### src/rtl/uart_baud_pkg.sv
// uart_baud_pkg
//   Shared definitions for the UART baud divisor controller.
//   - baudState_t     : controller FSM states
//   - DIV_MIN         : smallest divisor the baud generator accepts
//   - ROUND_BIAS      : half of 2^DIV_SHIFT, makes the auto-baud shift round to nearest
//   - DIV_SHIFT       : 8 bit times / 16 oversampling = divide by 128
//   - SYNC_FALL_EDGES : falling edges after the start edge in a 0x55 sync character
//   - clampDivisor()  : forces software requests of 0 or 1 up to DIV_MIN
package uart_baud_pkg;

   typedef enum logic [2:0] {
      IDLE         = 3'd0,
      WAIT_IDLE    = 3'd1,
      HOLD         = 3'd2,
      AB_WAIT_FALL = 3'd3,
      AB_MEASURE   = 3'd4,
      AB_WAIT_STOP = 3'd5
   } baudState_t;

   localparam int DIV_MIN         = 2;
   localparam int ROUND_BIAS      = 64;
   localparam int DIV_SHIFT       = 7;
   localparam int SYNC_FALL_EDGES = 4;

   function automatic logic [15:0] clampDivisor(input logic [15:0] requested);
      logic [15:0] result;
      if (requested < 16'(DIV_MIN)) begin
         result = 16'(DIV_MIN);
      end else begin
         result = requested;
      end
      return result;
   endfunction

endpackage

### src/rtl/uart_autobaud_meter.sv
// uart_autobaud_meter
//   Measures the length of a received 0x55 sync character for auto-baud.
//   Only compiled when UART_AUTOBAUD_EN is defined; without the macro this
//   file contributes nothing to the build.
// Ports
//   clock, reset   : 50 MHz reference, asynchronous active-high reset
//   rxd            : raw RX line (asynchronous to clock)
//   clear          : zero the cycle and edge counters
//   countEn        : advance the saturating cycle counter this cycle
//   edgeEn         : count falling edges this cycle
//   fallEdge       : synchronised falling edge seen on rxd
//   lineHigh       : synchronised rxd level
//   lastEdge       : the final falling edge of the sync character is seen now
//   saturated      : cycle counter has reached its maximum
//   measDivisor    : rounded divisor derived from the elapsed cycle count
`ifdef UART_AUTOBAUD_EN
module uart_autobaud_meter
   import uart_baud_pkg::*;
#(
   parameter int MEAS_WIDTH = 24
) (
   input  logic                  clock,
   input  logic                  reset,
   input  logic                  rxd,
   input  logic                  clear,
   input  logic                  countEn,
   input  logic                  edgeEn,
   output logic                  fallEdge,
   output logic                  lineHigh,
   output logic                  lastEdge,
   output logic                  saturated,
   output logic [MEAS_WIDTH:0]   measDivisor
);

   localparam logic [MEAS_WIDTH-1:0] COUNT_MAX     = {MEAS_WIDTH{1'b1}};
   localparam logic [2:0]            LAST_EDGE_IDX = 3'(SYNC_FALL_EDGES - 1);
   localparam logic [MEAS_WIDTH:0]   BIAS          = (MEAS_WIDTH + 1)'(ROUND_BIAS);
   localparam logic [MEAS_WIDTH:0]   ONE           = (MEAS_WIDTH + 1)'(1);

   logic [1:0]            rxdSync_r;
   logic                  rxdPrev_r;
   logic [MEAS_WIDTH-1:0] count_r;
   logic [2:0]            edges_r;
   logic [MEAS_WIDTH:0]   elapsed_s;

   // Two-flop synchroniser plus a delayed copy for edge detection; idle line is high.
   always_ff @(posedge clock or posedge reset) begin
      if (reset) begin
         rxdSync_r <= 2'b11;
         rxdPrev_r <= 1'b1;
      end else begin
         rxdSync_r <= {rxdSync_r[0], rxd};
         rxdPrev_r <= rxdSync_r[1];
      end
   end

   // Saturating cycle counter and falling-edge counter.
   always_ff @(posedge clock or posedge reset) begin
      if (reset) begin
         count_r <= {MEAS_WIDTH{1'b0}};
         edges_r <= 3'd0;
      end else if (clear) begin
         count_r <= {MEAS_WIDTH{1'b0}};
         edges_r <= 3'd0;
      end else begin
         if (countEn && (count_r != COUNT_MAX)) begin
            count_r <= count_r + {{(MEAS_WIDTH - 1){1'b0}}, 1'b1};
         end
         if (edgeEn && fallEdge && (edges_r != 3'b111)) begin
            edges_r <= edges_r + 3'd1;
         end
      end
   end

   assign fallEdge  = rxdPrev_r & ~rxdSync_r[1];
   assign lineHigh  = rxdSync_r[1];
   assign saturated = (count_r == COUNT_MAX);
   assign lastEdge  = edgeEn & fallEdge & (edges_r == LAST_EDGE_IDX);

   // The counter restarts on the cycle after the start edge, so the cycle in
   // which the last edge is seen adds one to give exactly 8 bit times.
   assign elapsed_s   = {1'b0, count_r} + ONE;
   assign measDivisor = (elapsed_s + BIAS) >> DIV_SHIFT;

endmodule
`endif

### src/rtl/uart_baud_ctrl.sv
// uart_baud_ctrl
//   Owns the baud generator divisor. Software requests are applied only while
//   the UART is idle, and every reload holds the generator in reset for
//   HOLD_CYCLES cycles so the tick phase restarts cleanly.
//   Optional auto-baud (compile with UART_AUTOBAUD_EN) measures a received
//   0x55 character and derives the divisor from it.
// Ports
//   clock          : 50 MHz baud generator reference
//   reset          : asynchronous, active-high
//   cfgWrite       : one-cycle request strobe, divisor = cfgData
//   cfgData        : requested divisor (0 and 1 are raised to 2)
//   uartIdle       : TX and RX both idle
//   cfgBusy        : reload or auto-baud in progress
//   baudDivisor    : divisor to baud generator
//   baudReset      : reset to baud generator
//   rxd            : raw RX line (auto-baud only)
//   autoBaudStart  : one-cycle strobe, start a measurement (auto-baud only)
//   autoBaudDone   : one-cycle pulse when a measured divisor is applied
//   autoBaudError  : one-cycle pulse when a measurement is rejected
module uart_baud_ctrl
   import uart_baud_pkg::*;
#(
   parameter logic [15:0] DEFAULT_DIVISOR = 16'd27,
   parameter int          HOLD_CYCLES     = 4,
   parameter int          MEAS_WIDTH      = 24
) (
   input  logic        clock,
   input  logic        reset,
   input  logic        cfgWrite,
   input  logic [15:0] cfgData,
   input  logic        uartIdle,
   output logic        cfgBusy,
   output logic [15:0] baudDivisor,
   output logic        baudReset,
   input  logic        rxd,
   input  logic        autoBaudStart,
   output logic        autoBaudDone,
   output logic        autoBaudError
);

   localparam logic [3:0] HOLD_LOAD = 4'(HOLD_CYCLES - 1);

   baudState_t  state_r;
   baudState_t  stateNext_s;
   logic [3:0]  holdCnt_r;
   logic [3:0]  holdCntNext_s;
   logic [15:0] pending_r;
   logic [15:0] pendingNext_s;
   logic [15:0] divisor_r;
   logic [15:0] divisorNext_s;
   logic        baudReset_r;
   logic        cfgBusy_r;

`ifdef UART_AUTOBAUD_EN
   localparam logic [MEAS_WIDTH:0] AB_DIV_MIN = (MEAS_WIDTH + 1)'(DIV_MIN);
   localparam logic [MEAS_WIDTH:0] AB_DIV_MAX = (MEAS_WIDTH + 1)'(65535);

   logic                abFall_s;
   logic                abLineHigh_s;
   logic                abLastEdge_s;
   logic                abSat_s;
   logic [MEAS_WIDTH:0] abDiv_s;
   logic                abClear_s;
   logic                abCountEn_s;
   logic                abEdgeEn_s;
   logic [MEAS_WIDTH:0] divMeas_r;
   logic [MEAS_WIDTH:0] divMeasNext_s;
   logic                abReq_r;
   logic                abReqNext_s;
   logic                abDonePulse_s;
   logic                abErrPulse_s;
   logic                autoBaudDone_r;
   logic                autoBaudError_r;

   // The counter also runs while waiting for the start edge and the stop bit,
   // so a silent or stuck line ends in an error instead of hanging.
   assign abCountEn_s = (state_r == AB_WAIT_FALL) || (state_r == AB_MEASURE) ||
                        (state_r == AB_WAIT_STOP);
   assign abEdgeEn_s  = (state_r == AB_MEASURE);

   uart_autobaud_meter #(
      .MEAS_WIDTH (MEAS_WIDTH)
   ) meter (
      .clock       (clock),
      .reset       (reset),
      .rxd         (rxd),
      .clear       (abClear_s),
      .countEn     (abCountEn_s),
      .edgeEn      (abEdgeEn_s),
      .fallEdge    (abFall_s),
      .lineHigh    (abLineHigh_s),
      .lastEdge    (abLastEdge_s),
      .saturated   (abSat_s),
      .measDivisor (abDiv_s)
   );
`endif

   // Next-state, pending divisor and hold counter decode.
   always_comb begin
      stateNext_s   = state_r;
      holdCntNext_s = holdCnt_r;
      pendingNext_s = pending_r;
      divisorNext_s = divisor_r;
`ifdef UART_AUTOBAUD_EN
      divMeasNext_s = divMeas_r;
      abReqNext_s   = abReq_r;
      abClear_s     = 1'b0;
      abDonePulse_s = 1'b0;
      abErrPulse_s  = 1'b0;
`endif
      case (state_r)
         IDLE: begin
            if (cfgWrite) begin
               pendingNext_s = clampDivisor(cfgData);
               stateNext_s   = WAIT_IDLE;
`ifdef UART_AUTOBAUD_EN
               abReqNext_s   = 1'b0;
            end else if (autoBaudStart) begin
               stateNext_s   = AB_WAIT_FALL;
               abClear_s     = 1'b1;
`endif
            end else begin
               stateNext_s   = IDLE;
            end
         end
         WAIT_IDLE: begin
            if (uartIdle) begin
               divisorNext_s = pending_r;
               holdCntNext_s = HOLD_LOAD;
               stateNext_s   = HOLD;
`ifdef UART_AUTOBAUD_EN
               abDonePulse_s = abReq_r;
               abReqNext_s   = 1'b0;
`endif
            end else begin
               stateNext_s   = WAIT_IDLE;
            end
         end
         HOLD: begin
            if (holdCnt_r == 4'd0) begin
               stateNext_s   = IDLE;
            end else begin
               holdCntNext_s = holdCnt_r - 4'd1;
            end
         end
`ifdef UART_AUTOBAUD_EN
         AB_WAIT_FALL: begin
            if (abSat_s) begin
               abErrPulse_s = 1'b1;
               stateNext_s  = IDLE;
            end else if (abFall_s) begin
               abClear_s    = 1'b1;
               stateNext_s  = AB_MEASURE;
            end else begin
               stateNext_s  = AB_WAIT_FALL;
            end
         end
         AB_MEASURE: begin
            if (abSat_s) begin
               abErrPulse_s  = 1'b1;
               stateNext_s   = IDLE;
            end else if (abLastEdge_s) begin
               divMeasNext_s = abDiv_s;
               stateNext_s   = AB_WAIT_STOP;
            end else begin
               stateNext_s   = AB_MEASURE;
            end
         end
         AB_WAIT_STOP: begin
            if (abLineHigh_s) begin
               if ((divMeas_r >= AB_DIV_MIN) && (divMeas_r <= AB_DIV_MAX)) begin
                  pendingNext_s = divMeas_r[15:0];
                  abReqNext_s   = 1'b1;
                  stateNext_s   = WAIT_IDLE;
               end else begin
                  abErrPulse_s  = 1'b1;
                  stateNext_s   = IDLE;
               end
            end else if (abSat_s) begin
               abErrPulse_s = 1'b1;
               stateNext_s  = IDLE;
            end else begin
               stateNext_s  = AB_WAIT_STOP;
            end
         end
`endif
         default: begin
            stateNext_s = IDLE;
         end
      endcase
   end

   // FSM state, divisor and registered outputs. cfgBusy stays high for one
   // extra cycle after HOLD so it falls the cycle after baudReset falls.
   always_ff @(posedge clock or posedge reset) begin
      if (reset) begin
         state_r     <= HOLD;
         holdCnt_r   <= HOLD_LOAD;
         pending_r   <= DEFAULT_DIVISOR;
         divisor_r   <= DEFAULT_DIVISOR;
         baudReset_r <= 1'b1;
         cfgBusy_r   <= 1'b1;
      end else begin
         state_r     <= stateNext_s;
         holdCnt_r   <= holdCntNext_s;
         pending_r   <= pendingNext_s;
         divisor_r   <= divisorNext_s;
         baudReset_r <= (stateNext_s == HOLD);
         cfgBusy_r   <= (stateNext_s != IDLE) || (state_r != IDLE);
      end
   end

   assign baudDivisor = divisor_r;
   assign baudReset   = baudReset_r;
   assign cfgBusy     = cfgBusy_r;

`ifdef UART_AUTOBAUD_EN
   // Auto-baud bookkeeping and result pulses.
   always_ff @(posedge clock or posedge reset) begin
      if (reset) begin
         divMeas_r       <= {(MEAS_WIDTH + 1){1'b0}};
         abReq_r         <= 1'b0;
         autoBaudDone_r  <= 1'b0;
         autoBaudError_r <= 1'b0;
      end else begin
         divMeas_r       <= divMeasNext_s;
         abReq_r         <= abReqNext_s;
         autoBaudDone_r  <= abDonePulse_s;
         autoBaudError_r <= abErrPulse_s;
      end
   end

   assign autoBaudDone  = autoBaudDone_r;
   assign autoBaudError = autoBaudError_r;
`else
   logic [MEAS_WIDTH+1:0] unusedAutobaud_s;

   assign unusedAutobaud_s = {rxd, autoBaudStart, {MEAS_WIDTH{1'b0}}};
   assign autoBaudDone     = 1'b0;
   assign autoBaudError    = 1'b0;
`endif

endmodule

### config.mk
export PLATFORM = sky130hd
export DESIGN_NAME = uart_baud_ctrl
export DESIGN_NICKNAME = d
export VERILOG_FILES = /design/src/rtl/uart_baud_pkg.sv /design/src/rtl/uart_autobaud_meter.sv /design/src/rtl/uart_baud_ctrl.sv
export SDC_FILE = /design/constraint.sdc
export NUM_CORES = 1
export LEC_CHECK = 0
export CORE_MARGIN = 10
export CORE_UTILIZATION = 50
export CTS_BUF_LIST = sky130_fd_sc_hd__clkbuf_4 sky130_fd_sc_hd__clkbuf_8
export CTS_CLUSTER_DIAMETER = 80
export CTS_CLUSTER_SIZE = 10
export DETAILED_ROUTE_END_ITERATION = 12
export PLACE_DENSITY = 0.8
export SYNTH_ARGS = -nofsm -noshare
export SYNTH_HDL_FRONTEND = slang
export SYNTH_SLANG_ARGS = --single-unit
### constraint.sdc
create_clock -name clock -period 1.99 [get_ports clock]
set_input_delay 0.398 -clock clock [delete_from_list [all_inputs] [get_ports clock]]
set_output_delay 0.398 -clock clock [all_outputs]
set_load 0.02 [all_outputs]
==> qor.txt <==
=================================================================================
Overall power                                                           0.00265 W
Total of endpoints with negative setup slack in the final report                0
R2R Setup Slk                                                              170 ps
Most common flop cell mapped by yosys                                sky130_fd_sc_hd__dfrtp_1
Critical Path AT                                                          1500 ps
Worst setup path category                                                 reg2out
Standard-cell rows                                                             20
Peak ir drop on the vdd network                                          0.695 mV
DR iter-0 viols                                                                44
# resized after CTS                                                             0
Portion of the post-synthesis area used by sequential elements              0.620
Remaining DRCs                                                                  0
Number of antenna diodes                                                        0
Die Span X                                                                78.0 um
I/O Buffers                                                                    37
Worst slew margin relative to its limit                                     0.605
Type of element capturing the critical path                           output port
Area of the die                                                          6080 um2
Total negative slack                                                         0 ps
Min Tclk post-route                                                       1900 ps
Register bit count reported by yosys                                           41
Die H                                                                     78.0 um
Final hold violation count                                                      0
Clock Path Buffers                                                              2
Number of different library cells in the post-synthesis netlist                31
Effective utilization at floorplan                                          0.537
CTS root buffer                                                      sky130_fd_sc_hd__clkbuf_4
Mapped Area                                                              1680 um2
Clock latency on the worst-skew pair                                       340 ps
Global-route wire length before repair                                    5.78 mm
Number of levels the H-tree was split into                                      2
Mean Syn Cell Area                                                       14.4 um2
Filler Cells Inserted                                                         239
Number of setup buffers added after CTS                                         0
Cell at the slowest stage of the critical path                       sky130_fd_sc_hd__clkdlybuf4s50_1
Initial antenna violation count                                                 0
Leakage power                                                            0.889 nW
Wire length after detailed routing                                        3.40 mm
Launch point of the critical path                                    baudDivisor[1]
CP cell instances                                                    clkdlybuf4s50_1
Number of top-level design ports                                               42
Count of nets after finishing                                                 184
Final Instance Area                                                      2170 um2
Power density of the placed cells                                     1220 nW/um2
Pin count of the biggest net entering global routing                           42
Kind of cell adding the most delay to the critical path              buffers and inverters
Clock slew seen by the registers of the worst setup and hold paths         110 ps
Setup repair after global routing missed its margin                         false
Timing-limited maximum frequency                                          526 MHz
Number of cells produced by synthesis                                         117
Share of post-route cells with drive strength above 1                       0.364
Finished Core Util                                                          0.693
R2r startpoint                                                         state_r[1]
Number of enable-type register cells in the synthesized netlist                 0
GR Util All Layers                                                          0.118
Post-placement cell area                                                 2110 um2
Result of the run                                                    finished clean
TritonCTS clock tree                                                        built
Layout Area Growth over Synthesis                                           29.0%
Post-layout instance count excluding filler cells                             206
Worst hold path type                                                     in2async
Total CTS buffers                                                               5
Wire length per cell                                                      16.5 um
Half-perimeter wire length of the detailed placement result               2.56 mm
Number of cells in the design after placement                                 198
Delay of the slowest cell on the worst path                                610 ps
Core footprint                                                           3130 um2
Max Fanout on Critical Path                                                     2
Critical path required time                                               1590 ps
Total via count in the routed design                                        1,075
Async set or reset register ratio after synthesis                            1.00
Skew final                                                                6.01 ps
Hold buffer count at CTS                                                        0
Max-cap viol count                                                              0
First-pass detailed-route iteration total                                       4
Yosys Warn Count                                                                0
Critical path launch point type                                          register
Per-cell via count in the routed design                                      5.22
Number of nets with antenna violations after detailed routing                   0
CTS Sinks                                                                      41
Final Cycle Share                                                           0.954
Sum of buffers and inverters on the critical path                               1
Placer Congestion                                                           0.693
Via count of the first global-routing pass                                  1,234
Worst slew pin tran                                                        591 ps
Final max-slew violation count                                                  0
Overflow left after global routing                                              0
=================================================================================
worst paths after layout:
| kind | endpoint | cells past startpoint |
|---|---|---|
| min in group clock | pending_r[6] | 1 |
| hold reg to reg | pending_r[6] | 1 |
| max in group asynchronous | baudDivisor[4] | 3 |
| hold / removal | holdCnt_r[2] | 3 |
| setup / recovery | baudDivisor[1] | 1 |
| setup reg to reg | holdCnt_r[3] | 3 |
cell usage in the layout, fill, tap and decap left out, drive strengths merged, types with 2 or more instances in the layout:
master,netlist,routed
nor3,2,2
dfstp,13,13
a21oi,4,4
nor2,3,3
or3b,3,3
inv,5,5
o21ai,3,3
conb,1,3
dfrtp,28,28
buf,6,4
nor4,3,3
mux2,30,30
clkbuf,0,8
clkdlybuf4s50,0,37
synth_stat cells, types with 2 or more instances:
master / count / share of area
sky130_fd_sc_hd__or3b_1: 2 / 0.010
sky130_fd_sc_hd__dfstp_2: 13 / 0.20
sky130_fd_sc_hd__mux2_2: 30 / 0.20
sky130_fd_sc_hd__o21ai_0: 2 / 0.0060
sky130_fd_sc_hd__nor4_1: 3 / 0.011
sky130_fd_sc_hd__dfrtp_1: 28 / 0.42
sky130_fd_sc_hd__buf_2: 4 / 0.012
sky130_fd_sc_hd__a21oi_1: 4 / 0.012
sky130_fd_sc_hd__nor2_1: 3 / 0.0067
sky130_fd_sc_hd__inv_1: 5 / 0.011
sky130_fd_sc_hd__buf_4: 2 / 0.0089
sky130_fd_sc_hd__nor3_1: 2 / 0.0060
cells by family (layout without fill, tap and decap cells):
group / after synthesis / after routing / share of synthesized area
DFF: 41 / 41 / 0.620
adders and majority gates: 1 / 1 / 0.00744
buffers and inverters: 11 / 54 / 0.0320
and+or+nand+nor: 21 / 21 / 0.0938
muxes: 30 / 30 / 0.201
AOI/OAI and AO/OA: 12 / 12 / 0.0432
other: 1 / 3 / 0.00223
metal layers:
layer,track usage,wire (um),up-vias
met5,0,0,-
met4,0.0394,41,0
met3,0.0691,303,7
met2,0.198,1710,28
met1,0.122,1350,533
li1,-,-,507
state kept, by name, indices dropped and copies added, names as in the netlist:
register     count
state_r          3
holdCnt_r        4
baudReset        1
pending_r       16
cfgBusy          1
baudDivisor     16
where the power goes:
group / total [W] / internal [W] / switching [W]
sequential: 0.00129 / 0.00114 / 0.000143
combinational: 0.000931 / 0.000512 / 0.000419
clock: 0.000431 / 0.000182 / 0.000249
metrics by stage:
step                      hold WS, ps  setup slack (ps)
after floorplan                   475               296
after global placement            484             -2.58
after detailed placement          491             -49.9
after CTS                         503              76.9
after global routing              520              25.9
final                             478              90.6
cell type report:
type / instances / area, um2 / area share
Clock buffer: 8 / 60.1 / 0.0277
Inverter: 5 / 18.8 / 0.00866
Multi-Input combinational cell: 67 / 592 / 0.273
Sequential cell: 41 / 1040 / 0.481
Tap cell: 44 / 55.1 / 0.0254
Timing Repair Buffer: 41 / 400 / 0.185
Power figures use the tool's default switching activity.
